==> src/rtl/truth_table_pkg.sv <==
// Shared types and helpers for the truth-table sweep checker.
package truth_table_pkg;

    typedef enum logic [1:0] {
        ST_IDLE   = 2'd0,
        ST_DRIVE  = 2'd1,
        ST_SAMPLE = 2'd2,
        ST_DONE   = 2'd3
    } tt_state_e;

    // Settle counter width; covers SETTLE up to 15.
    localparam int unsigned SETTLE_W = 4;

    // Number of input vectors swept for an n_in-input DUT.
    function automatic int unsigned vec_count(input int unsigned n_in);
        return 32'd1 << n_in;
    endfunction

endpackage

==> src/rtl/tt_settle_counter.sv <==
// Counts DUT settle cycles for the current vector; expired flags the last one.
module tt_settle_counter
    import truth_table_pkg::*;
#(
    parameter int unsigned SETTLE = 2
) (
    input  logic clk,
    input  logic rst,
    input  logic clear,
    input  logic enable,
    output logic expired
);

    localparam logic [SETTLE_W-1:0] LAST = SETTLE_W'(SETTLE - 1);

    logic [SETTLE_W-1:0] settle_cnt;

    // Settle count: cleared at vector start, advanced while driving.
    always_ff @(posedge clk or posedge rst) begin
        if (rst) begin
            settle_cnt <= '0;
        end else if (clear) begin
            settle_cnt <= '0;
        end else if (enable) begin
            settle_cnt <= settle_cnt + 1'b1;
        end
    end

    assign expired = (settle_cnt == LAST);

endmodule

==> config.mk <==
export PLATFORM = sky130hd
export DESIGN_NAME = tt_settle_counter
export DESIGN_NICKNAME = d
export VERILOG_FILES = /design/src/rtl/truth_table_pkg.sv /design/src/rtl/tt_settle_counter.sv
export SDC_FILE = /design/constraint.sdc
export NUM_CORES = 1
export LEC_CHECK = 0
export CORE_AREA = 3 3 40 42
export DETAILED_ROUTE_END_ITERATION = 10
export DIE_AREA = 0 0 43 45
export HOLD_SLACK_MARGIN = 0.03
export PLACE_DENSITY = 0.43
export SLEW_MARGIN = 20
export SYNTH_ARGS = -nofsm -noshare
export SYNTH_HDL_FRONTEND = slang
export SYNTH_SLANG_ARGS = --single-unit
==> constraint.sdc <==
create_clock -name clk -period 2.68 [get_ports clk]
set_input_delay 0.804 -clock clk [delete_from_list [all_inputs] [get_ports clk]]
set_output_delay 0.804 -clock clk [all_outputs]
set_load 0.05 [all_outputs]
==> out/summary.log <==
INFO  outcome        result_of_the_run=completed
INFO  clocking       worst_skew_pair.late_latency=230ps
INFO  placed_design  dpl.hpwl=303microns
INFO  worst_setup_path cp.required=1880ps
INFO  die            design.portCount=5
INFO  layout         largest_register=settle_cnt
INFO  logic_synthesis synth.top_cell.area_share=0.460
INFO  clocking       cts_htree_levels=1
INFO  sta            max_freq=490MHz
INFO  global_route   first_global_vias=188
INFO  global_route   grt_first_pass_wirelength=724microns
INFO  worst_setup_path worst-path-max-fanout=4
INFO  placed_design  pre_cts_ws=704ps
INFO  clocking       cts.repair_timing.setup_buffer_count=0
INFO  logic_synthesis synth.lib_cells_used.distinct=13
INFO  die            core-area=1280squm
INFO  layout         final_common_cell=sky130_fd_sc_hd__dfrtp_1
INFO  sta            finalMaxSlewViolations=0
INFO  power          fin_total_pwr=0.000165W
INFO  die            die-area=1940squm
INFO  clocking       post_cts.resized_instances=0
INFO  run            cap_viol_max_count=0
INFO  layout         num_antenna_cells=0
INFO  sta            finalSetupViolCount=0
INFO  clocking       cts_hold_repair.buffers=0
INFO  clocking       cts_made_buffers=3
INFO  logic_synthesis synth_nets=26
INFO  sta            fin_crit_sh=0.761
INFO  clocking       tritoncts=yes
INFO  route          drt_pass1_iterations=4
INFO  route          drt_drc_violations_left=0
INFO  placed_design  gp_routability_congestion=0.802
INFO  power          vdd.ir_drop.worst=0.187mV
INFO  worst_setup_path worstSetupPathType=reg -> out
INFO  sta            timing.final.hold_violations=0
INFO  worst_setup_path critical_path.reg2reg.endpoint=settle_cnt[2]
INFO  logic_synthesis cell_taking_the_most_area_after_synthesis=sky130_fd_sc_hd__dfrtp_1
INFO  worst_setup_path reg2regPathDepth=3
INFO  clocking       cts_sinks=4
INFO  die            overall_die_width=43microns
INFO  hold_path      holdCritPathClass=reg -> reg
INFO  sta            setup_clock_skew_after_layout=2.78ps
INFO  sta            postLayoutSetupSlackWorst=640ps
INFO  global_route   met1_usage=0.0581
INFO  worst_setup_path critPathArrivalTime=1240ps
INFO  global_route   grt_most_used_layer=met2
INFO  layout         final_net_count=35
INFO  sta            max-slew-margin-rel=0.858
INFO  layout         synthToLayoutAreaGrowth=36.2%
INFO  global_route   gr-usage-all-layers=0.0525
INFO  power          p_per_area=556nW/um^2
INFO  logic_synthesis synth_seq_cells=4
INFO  worst_setup_path critPathLaunch=settle_cnt[1]
INFO  route          detail_route.iter0.violations=1
INFO  die            floorplan.initialDensity=0.169
INFO  sta            finalWorstPathRequiredPeriod=2040ps
INFO  placed_design  numPortBuffers=4
INFO  layout         largest_reg_flops=4
INFO  logic_synthesis ys_top_cells_by_area=sky130_fd_sc_hd__dfrtp_1 (46%), sky130_fd_sc_hd__ha_1 (11%), sky130_fd_sc_hd__mux2_4 (6.9%)
INFO  layout         reg_top3=settle_cnt: 4 flops
INFO  global_route   grt_use_met2=0.0778
INFO  logic_synthesis ys_warn_count=0
INFO  route          wl_per_cell=9.07microns
INFO  route          route.detailed.vias_per_inst=3.88
INFO  sta            setup_total_negative_slack=0ps
INFO  logic_synthesis post_syn_instances=20
INFO  clocking       clk_transition_reported_paths=40ps
INFO  die            die_h=45microns
INFO  sta            rsz0062_at_grt=false
INFO  logic_synthesis post_synth.cell_area_avg=10.9squm
INFO  global_route   grt_max_degree=7
INFO  logic_synthesis synth_sequential_area_ratio=0.460
INFO  clocking       clockBufferDepth=2
INFO  global_route   grt_overflow_total=0
INFO  route          routed_wirelength=381microns
INFO  global_route   gr_met3_demand_resource=0.0159
INFO  layout         drive_gt1_frac=0.222
INFO  sta            max_slew.worst_pin.slew=212ps
INFO  worst_setup_path worstSetupStartpointType=flip-flop
INFO  worst_setup_path timing.rr.start=settle_cnt[0]
INFO  clocking       cts_root_buffer=sky130_fd_sc_hd__clkbuf_4
INFO  route          antenna_left=0
INFO  global_route   antenna_found_initial=0
INFO  layout         layout_common_cells=sky130_fd_sc_hd__dfrtp_1 (4), sky130_fd_sc_hd__nor2_1 (3), sky130_fd_sc_hd__clkbuf_4 (3), sky130_fd_sc_hd__clkdlybuf4s50_1 (3)
INFO  worst_setup_path timing.critical_path.to_type=output port
INFO  die            placement_rows=13
INFO  power          power.leakage=0.139nW
INFO  route          vias=163
INFO  worst_setup_path regToRegSetupSlack=1620ps
INFO  logic_synthesis syn-cell-area=218squm
INFO  layout         filler_cell_count=147
INFO  worst_setup_path endpoint=expired
-- report_power, final --
group          switching (W)  internal [W]  total (W)
Clock              0.0000213     0.0000499  0.0000711
Sequential        0.00000404     0.0000640  0.0000681
Combinational      0.0000138     0.0000117  0.0000255
-- worst min-delay path by stage --
stage | startpoint | endpoint | depth (start not counted)
floorplan | settle_cnt[2] | settle_cnt[2] | 2
global placement | settle_cnt[2] | settle_cnt[2] | 2
detailed placement | settle_cnt[2] | settle_cnt[2] | 2
CTS | settle_cnt[2] | settle_cnt[2] | 2
global route | settle_cnt[1] | settle_cnt[1] | 2
finish | settle_cnt[2] | settle_cnt[2] | 2
-- critical path, stage by stage, from the launching register on --
cell and delay, ps:
sky130_fd_sc_hd__dfrtp_1 400, sky130_fd_sc_hd__inv_1 70, sky130_fd_sc_hd__ha_1 120, sky130_fd_sc_hd__nor3b_1 180
sky130_fd_sc_hd__buf_4 230
-- cells in the mapped netlist --
cell type,number
sky130_fd_sc_hd__dfrtp_1,4
sky130_fd_sc_hd__nor2_1,3
sky130_fd_sc_hd__ha_1,2
sky130_fd_sc_hd__inv_1,2
sky130_fd_sc_hd__a211oi_1,1
sky130_fd_sc_hd__a21bo_2,1
sky130_fd_sc_hd__a21oi_1,1
sky130_fd_sc_hd__mux2_4,1
sky130_fd_sc_hd__nand3b_1,1
sky130_fd_sc_hd__nand4_1,1
sky130_fd_sc_hd__nor2b_1,1
sky130_fd_sc_hd__nor3b_1,1
sky130_fd_sc_hd__xnor2_1,1
-- layout make-up --
| type | instances | area [sq um] | area share |
|---|---|---|---|
| Tap cell | 15 | 18.8 | 0.0633 |
| Inverter | 2 | 7.51 | 0.0253 |
| Clock buffer | 3 | 22.5 | 0.0759 |
| Timing Repair Buffer | 4 | 37.5 | 0.127 |
| Multi-Input combinational cell | 14 | 110 | 0.371 |
| Sequential cell | 4 | 100 | 0.338 |
-- through the flow --
stage / cells / hold WS [ps] / area (sq um) / util
after floorplan: 20 / 538 / 218 / -
after global placement: 39 / 586 / 274 / 0.213
after detailed placement: 39 / 596 / 274 / 0.213
after CTS: 42 / 605 / 297 / 0.231
after global routing: 42 / 654 / 297 / 0.231
final: 42 / 595 / 297 / 0.231
-- routing by layer --
layer / part of all wire / vias up
li1: - / 82
met1: 0.43 / 74
met2: 0.49 / 7
met3: 0.079 / 0
met4: 0 / 0
met5: 0 / -
-- kinds of logic (layout without fill, tap and decap cells) --
logic type                 count (synthesis)  count (layout)  synth area share
AOI/OAI and AO/OA                          3               3             0.103
xor gates and xnor gates                   1               1            0.0402
adders and majority gates                  2               2             0.115
buffers and inverters                      2               9            0.0345
DFF                                        4               4             0.460
muxes                                      1               1            0.0689
and+or+nand+nor                            7               7             0.178
No activity file was read; power rests on OpenSTA's default activity.
